File: config.mk
export PLATFORM = sky130hd
export DESIGN_NAME = adc_burst_sequencer
export DESIGN_NICKNAME = d
export VERILOG_FILES = /design/src/rtl/adc_burst_sequencer.sv
export SDC_FILE = /design/constraint.sdc
export NUM_CORES = 1
export LEC_CHECK = 0
export CAP_MARGIN = 20
export CORE_UTILIZATION = 26
export CTS_CLUSTER_SIZE = 20
export DETAILED_ROUTE_END_ITERATION = 6
export HOLD_SLACK_MARGIN = 0.05
export MAX_ROUTING_LAYER = met4
export SETUP_SLACK_MARGIN = 0.1
export SYNTH_ARGS = -nofsm -noshare
export SYNTH_HDL_FRONTEND = slang
export SYNTH_SLANG_ARGS = --single-unit
File: constraint.sdc
create_clock -name clk -period 7.2 [get_ports clk]
set_input_delay 1.08 -clock clk [delete_from_list [all_inputs] [get_ports clk]]
set_output_delay 1.08 -clock clk [all_outputs]
set_load 0.03 [all_outputs]
File: src/rtl/adc_burst_sequencer.sv
// Trigger-started multi-channel ADC sample pacer: pre-delay, then frames of per-channel store strobes.
// Optional `ADC_SEQ_OVERRUN_EN adds a sticky flag for trigger edges that arrive while a run is active.
module adc_burst_sequencer #(
    parameter int CNT_W  = 32,
    parameter int CH_NUM = 4,
    parameter int CH_W   = 2
) (
    input  logic             clk,
    input  logic             reset_n,
    input  logic             trig,
    input  logic             stop,
    input  logic [CNT_W-1:0] delay_set,
    input  logic [CNT_W-1:0] period_set,
    input  logic [CH_W:0]    ch_cnt_set,
    input  logic [CNT_W-1:0] frames_set,
    output logic             sample_en,
    output logic             adc_data_en,
    output logic [CH_W-1:0]  adc_ch,
    output logic [CNT_W-1:0] frame_idx,
    output logic             busy,
    output logic             done,
    output logic             overrun
);
    // state  | meaning
    // IDLE   | no run active, waiting for a trig rising edge
    // DELAY  | counting the captured pre-delay
    // SAMPLE | one store strobe per cycle, channel 0..ch_n-1
    // WAIT   | padding until period_eff cycles after the frame's first strobe
    typedef enum logic [1:0] {IDLE, DELAY, SAMPLE, WAIT} state_t;

    state_t           state_q, state_d;
    logic             trig_q, arm_q, arm_d, done_q, done_d;
    logic [CNT_W-1:0] tmr_q, tmr_d, period_q, period_d;
    logic [CNT_W-1:0] frames_q, frames_d, frame_q, frame_d;
    logic [CH_W-1:0]  ch_q, ch_d;
    logic [CH_W:0]    ch_n_q, ch_n_d, ch_n_clamp;
    logic [CNT_W-1:0] ch_n_ext, period_eff;
    logic             start, last_ch, last_frame, back_to_back;

    // arm_q stops a trig held high across reset release from counting as an edge
    assign start        = trig & ~trig_q & arm_q;
    assign last_ch      = ({1'b0, ch_q} == (ch_n_q - (CH_W+1)'(1)));
    assign last_frame   = (frames_q != '0) && (frame_q == (frames_q - CNT_W'(1)));
    assign back_to_back = (period_q == CNT_W'(ch_n_q));

    always_comb begin
        ch_n_clamp = ch_cnt_set;
        if (ch_cnt_set == '0)
            ch_n_clamp = (CH_W+1)'(1);
        else if (ch_cnt_set > (CH_W+1)'(CH_NUM))
            ch_n_clamp = (CH_W+1)'(CH_NUM);
        ch_n_ext   = CNT_W'(ch_n_clamp);
        period_eff = (period_set < ch_n_ext) ? ch_n_ext : period_set;
    end

    always_comb begin
        state_d  = state_q;
        tmr_d    = tmr_q;
        period_d = period_q;
        frames_d = frames_q;
        frame_d  = frame_q;
        ch_d     = ch_q;
        ch_n_d   = ch_n_q;
        done_d   = 1'b0;
        arm_d    = arm_q | ~trig;
        case (state_q)
            IDLE: begin
                if (start && !stop) begin
                    ch_n_d   = ch_n_clamp;
                    period_d = period_eff;
                    frames_d = frames_set;
                    frame_d  = '0;
                    ch_d     = '0;
                    if (delay_set != '0) begin
                        state_d = DELAY;
                        tmr_d   = delay_set - CNT_W'(1);
                    end else begin
                        state_d = SAMPLE;
                    end
                end
            end
            DELAY: begin
                if (tmr_q == '0) state_d = SAMPLE;
                else             tmr_d   = tmr_q - CNT_W'(1);
            end
            SAMPLE: begin
                // timer value for the cycle after the first strobe; reaches 0 one cycle before the next frame
                if (ch_q == '0) tmr_d = period_q - CNT_W'(2);
                else            tmr_d = tmr_q - CNT_W'(1);
                if (last_ch) begin
                    ch_d = '0;
                    if (last_frame) begin
                        state_d = IDLE;
                        done_d  = 1'b1;
                    end else begin
                        frame_d = frame_q + CNT_W'(1);
                        state_d = back_to_back ? SAMPLE : WAIT;
                    end
                end else begin
                    ch_d = ch_q + CH_W'(1);
                end
            end
            WAIT: begin
                if (tmr_q == '0) state_d = SAMPLE;
                else             tmr_d   = tmr_q - CNT_W'(1);
            end
            default: state_d = IDLE;
        endcase
        if (stop && state_q != IDLE) begin
            state_d = IDLE;
            done_d  = 1'b0;
        end
    end

    always_ff @(posedge clk or negedge reset_n) begin
        if (!reset_n) begin
            state_q  <= IDLE;
            trig_q   <= 1'b0;
            arm_q    <= 1'b0;
            done_q   <= 1'b0;
            tmr_q    <= '0;
            period_q <= '0;
            frames_q <= '0;
            frame_q  <= '0;
            ch_q     <= '0;
            ch_n_q   <= '0;
        end else begin
            state_q  <= state_d;
            trig_q   <= trig;
            arm_q    <= arm_d;
            done_q   <= done_d;
            tmr_q    <= tmr_d;
            period_q <= period_d;
            frames_q <= frames_d;
            frame_q  <= frame_d;
            ch_q     <= ch_d;
            ch_n_q   <= ch_n_d;
        end
    end

`ifdef ADC_SEQ_OVERRUN_EN
    logic overrun_q, overrun_d;

    always_comb begin
        overrun_d = overrun_q;
        if (start) begin
            if (state_q != IDLE) overrun_d = 1'b1;
            else if (!stop)      overrun_d = 1'b0;
        end
    end

    always_ff @(posedge clk or negedge reset_n) begin
        if (!reset_n) overrun_q <= 1'b0;
        else          overrun_q <= overrun_d;
    end

    assign overrun = overrun_q;
`else
    assign overrun = 1'b0;
`endif

    assign sample_en   = (state_q != IDLE);
    assign busy        = sample_en;
    assign adc_data_en = (state_q == SAMPLE);
    assign adc_ch      = ch_q;
    assign frame_idx   = frame_q;
    assign done        = done_q;
endmodule

Word level (Yosys, flattened, before mapping)
Cells that the tools add are included.
{"block": "word_totals", "output_inout_bits": 39, "elab_cells": 83, "register_bits": 138, "inputBits": 103}
{"block": "op_classes", "muxes": 27, "n_reduce_logical": 18, "bitwise_logic": 5, "n_eq_ne": 14, "magnitude_cmp": 2, "add_sub_neg": 7}
{"op": "$mux W32", "count": 8}
{"op": "$pmux W32 S3", "count": 1}
{"op": "$sub A32 B1 Y32 const B", "count": 3}
{"op": "$pmux W32 S2", "count": 1}
{"op": "$reduce_bool A32 Y1", "count": 2}
{"op": "$add A32 B1 Y32 const B", "count": 1}
{"op": "$eq A32 B3 Y1", "count": 1}
{"op": "$eq A32 B32 Y1", "count": 1}
{"op": "$logic_not A32 Y1", "count": 1}
{"op": "$lt A32 B3 Y1", "count": 1}
{"op": "$sub A32 B2 Y32 const B", "count": 1}
{"op": "$mux W2", "count": 8}
{"op": "$ne A2 B2 Y1 const B", "count": 4}
{"op": "$mux W3", "count": 2}
{"op": "$ne A3 B1 Y1 const B", "count": 2}
{"op": "$pmux W2 S3", "count": 1}
{"op": "$reduce_and A3 Y1", "count": 2}
{"op": "$mux W1", "count": 5}
{"op": "$eq A2 B2 Y1 const B", "count": 2}
{"op": "$logic_not A2 Y1", "count": 2}
{"op": "$pmux W2 S2", "count": 1}
{"op": "$reduce_and A2 Y1", "count": 2}
{"op": "$reduce_and A4 Y1", "count": 1}
{"op": "$reduce_bool A2 Y1", "count": 2}
{"op": "other kinds (14)", "count": 18}

Depth between registers and ports, before layout
{"block": "depth", "depth_word": 7, "depth_mapped": 14, "mapped_depth_nobuf": 10}

Least setup slack after synthesis
OpenSTA, ideal clock, no wires.
{"block": "synth_path", "path_type": "input to register", "start": "input port delay_set[16]", "end": "register tmr_q[2]", "arrival_time_ns": 3.546, "cell_stages": 8, "path_buffers": 1, "slack_ns": 3.533, "t_required_ns": 7.079, "setup_time_ns": 0.121, "cell_sequence": "or4_1 > or3_1 > or4_1 > nor3_2 > a21bo_2 > a22oi_1 > buf_2 > a22o_1"}
{"block": "synth_via", "elab_chain_cells": 3}
{"item": "start: declaration", "line": "12", "source": "input logic [CNT_W-1:0] delay_set,"}
{"item": "$reduce_bool A32 Y1", "line": "74", "source": "if (delay_set != '0) begin"}
{"item": "$ne A2 B2 Y1 (no source line)"}
{"item": "$reduce_and A3 Y1 (no source line)"}
{"item": "end signal: assignment", "line": "132", "source": "tmr_q <= tmr_d;"}
{"item": "end: declaration", "line": "33", "source": "logic [CNT_W-1:0] tmr_q, tmr_d, period_q, period_d;"}
Every way passes these cells.
A chain may end at the register's enable or synchronous reset.

Worst setup path in the final report
{"block": "layout_path", "start": "input port delay_set[14]", "end": "register tmr_q[8]"}
Same word-level chain as after synthesis.

==> results.toml <==
[route]
vias = 9421
drt_pass1_iterations = 7
wire_per_inst_um = 17.9
drc = 11
drtIter0Drc = 752
routed_wirelength_um = 31700
antenna_left = 0
viasPerCell = 5.33

[clocking]
clockRootBuffer = "clkbuf_16"
cts.clk_slew.worst_paths_ps = 60
htreeDepth = 4
ctsResizeCount = 0
postCtsSetupRepairBufs = 0
clk_path_buf_depth = 2
cts_tree = "done"
numCtsBuffers = 17
cts-hold-fix-buffers = 0
cts.sinks = 138
insertion_delay_ps = 440

[floorplan]
coreArea_um2 = 35700
floorplan.initialDensity_pct = 26.6
die_height_um = 193
fp.dieArea_um2 = 37300
num_rows = 69
die_w_um = 193
ios = 142

[synthesis]
ys_seq_area_share_pct = 36.3
avgSynthCellArea_um2 = 8.01
syn_area_um2 = 9500
synthCells = 1187
yosys.area.top_type = "dfrtp_1"
synthArstFlopShare_pct = 100
yosysTopAreaCellShare_pct = 36.3
ys_warn_count = 0
yosysUniqueCellTypes = 74
synth_area_leaders = "dfrtp_1, nand2_1, xor2_1, xnor2_1, nor2_1"
ys_ff_latch = 138
synth_nets = 1300
synth_edf_count = 0
ys.flop_type = "dfrtp_1"

[status]
violations = "design-rule violations"
outcome = "complete, but fails checks"

[setup_path]
crit_arrival_ps = 4830
end_kind = "register"
worstSetupStartpointType = "input port"
r2r_slack_ps = 2920
worstSetupPathType = "in2reg"
required_ps = 7550
path_max_fanout = 32

[run]
cap_violations = 0

[finish]
fin_cells = 1766
antennaDiodeCount = 0
drive_above_1_share_pct = 4.98
finish.instance_area_um2 = 11800
n_fill_cell = 3793
nNetsFinal = 1405
layout-area-overhead-vs-synth_pct = 24.3

[placement]
portBuffers = 140
hpwl_um = 23200
post-place-cells = 1734
place_area_um2 = 11200
gp_congestion = 0.894

[sta]
hold_viol_final = 0
hold_ws_ps = 464
max-slew-margin-rel_pct = 28.7
timing.setup.tns_ps = 0
rsz0062_at_grt = "false"
skew_ps = 13.5
fin_crit_ps = 4470
drv_slew = 0
min_period_over_period_pct = 62.1
setup_violations = 0
worst_pin_slew_ps = 1060
fmax_mhz = 224

[global_routing]
antenna_found_initial = 0
grt_usage_pct = 17.5
grt_pass1_wl_um = 49000
grt_max_degree = 82
grt_pass1_vias = 8980
overflow = 0

[power_and_ir_drop]
peakVddDrop_mv = 0.176
powerDensity_nw_per_um2 = 226
power_leakage_uw = 0.00465

[worst_hold_path]
hold_path_class = "reg2reg"
cells by family after synthesis:
| group | after synthesis | synth area share [%] |
|---|---|---|
| compound gates | 236 | 16.1 |
| mux | 6 | 0.632 |
| xor+xnor | 114 | 10.5 |
| flops | 138 | 36.3 |
| simple gates | 591 | 30.6 |
| buf+inv | 91 | 4.46 |
| fa+ha+maj | 10 | 1.32 |
| other cells | 1 | 0.0395 |
worst max-delay path: stages:
cell and delay (ps):
clkdlybuf4s50_1 470, or4_1 580, or3_1 390, or4_1 610, nor3_2 330, a21bo_2 210
a22o_1 480, buf_4 410, a21oi_1 70, o22ai_1 170
cell usage in the layout (no fill, tap or decap), types with 4 or more instances in the layout:
master	count
clkinvlp_4	5
xnor2_1	56
o31ai_1	13
and4_1	9
nand2_1	263
o22ai_1	15
a31oi_1	8
o221ai_1	9
nor4_1	36
or2_2	6
o211ai_1	8
nor2b_1	4
nor2_1	72
clkdlybuf4s50_1	139
dfrtp_1	138
nand3_1	26
inv_6	6
o21ai_0	53
inv_1	26
nand4_1	27
nor4b_1	5
mux2i_1	6
or4_1	25
clkbuf_16	17
buf_4	10
and3_1	8
or3_1	23
ha_1	10
nand2b_1	12
o21ai_1	20
nor4_2	5
and2_1	10
o32ai_1	9
nor3_1	44
xor2_1	58
a22o_1	4
a21oi_1	51
power by group:
group | leakage (uW) | internal, uW | switching (uW) | total [uW]
clock network | 0.000261 | 482 | 385 | 867
registers | 0.00176 | 909 | 202 | 1110
logic | 0.00263 | 305 | 381 | 686
per-stage QoR:
stage                     power (uW)  util, %  setup slack, ps
after floorplan                 1550        -             3530
after global placement          1780     31.5             2460
after detailed placement        1800     31.5             2350
after CTS                       2680     33.0             2780
after global routing            2820     33.0             2480
final                           2660     33.0             2730
final timing paths:
check | to | cells past startpoint | startpoint
worst max-delay path | tmr_q[8] | 10 | delay_set[14]
max in group asynchronous | frames_q[9] | 2 | reset_n
worst min-delay path | arm_q | 1 | arm_q
worst min register to register | arm_q | 1 | arm_q
min in group asynchronous | period_q[21] | 1 | reset_n
worst max register to register | frame_idx[2] | 10 | frames_q[0]
cell usage after synthesis, types with 5 or more instances:
library cell,n
clkbuf_1,39
buf_4,5
o32ai_1,9
o211ai_1,8
nor4b_1,5
o21ai_0,54
xor2_1,58
nand3_1,26
nor2_1,72
o221ai_1,9
and2_1,11
nor4_2,5
mux2i_1,6
nor3_1,45
o21ai_1,19
a31oi_1,8
a21oi_1,51
nand2b_1,12
buf_2,9
o31ai_1,13
nand4_1,27
or3_1,23
buf_1,5
nand2_1,264
inv_1,26
nor4_1,36
o22ai_1,15
and4_1,9
or2_2,6
and3_1,8
dfrtp_1,138
ha_1,10
or4_1,25
xnor2_1,56
area by class of cell:
cell class | instances | area, um2 | share of cell area, %
inverters | 27 | 101 | 0.858
multi-input cells | 958 | 5640 | 47.7
well taps | 461 | 577 | 4.88
flip-flops and latches | 138 | 3450 | 29.2
repair buffers | 150 | 1480 | 12.5
clock inverters | 14 | 138 | 1.17
clock buffers | 18 | 429 | 3.63
sequential cells by signal, indices dropped and copies added, names as in the netlist, 2 cells and up:
name / cells
state_q: 2
tmr_q: 32
adc_ch: 2
frame_idx: 32
period_q: 32
frames_q: 32
ch_n_q: 3
layer usage:
metal  GRT usage (%)  part of all wire, %  vias up
li1                -                    -     4480
met1            21.9                   43     4576
met2            28.9                   49      335
met3            3.26                  6.7       30
met4            4.57                  1.6        0
met5               -                    0        -
No activity file was read; power rests on OpenSTA's default activity.
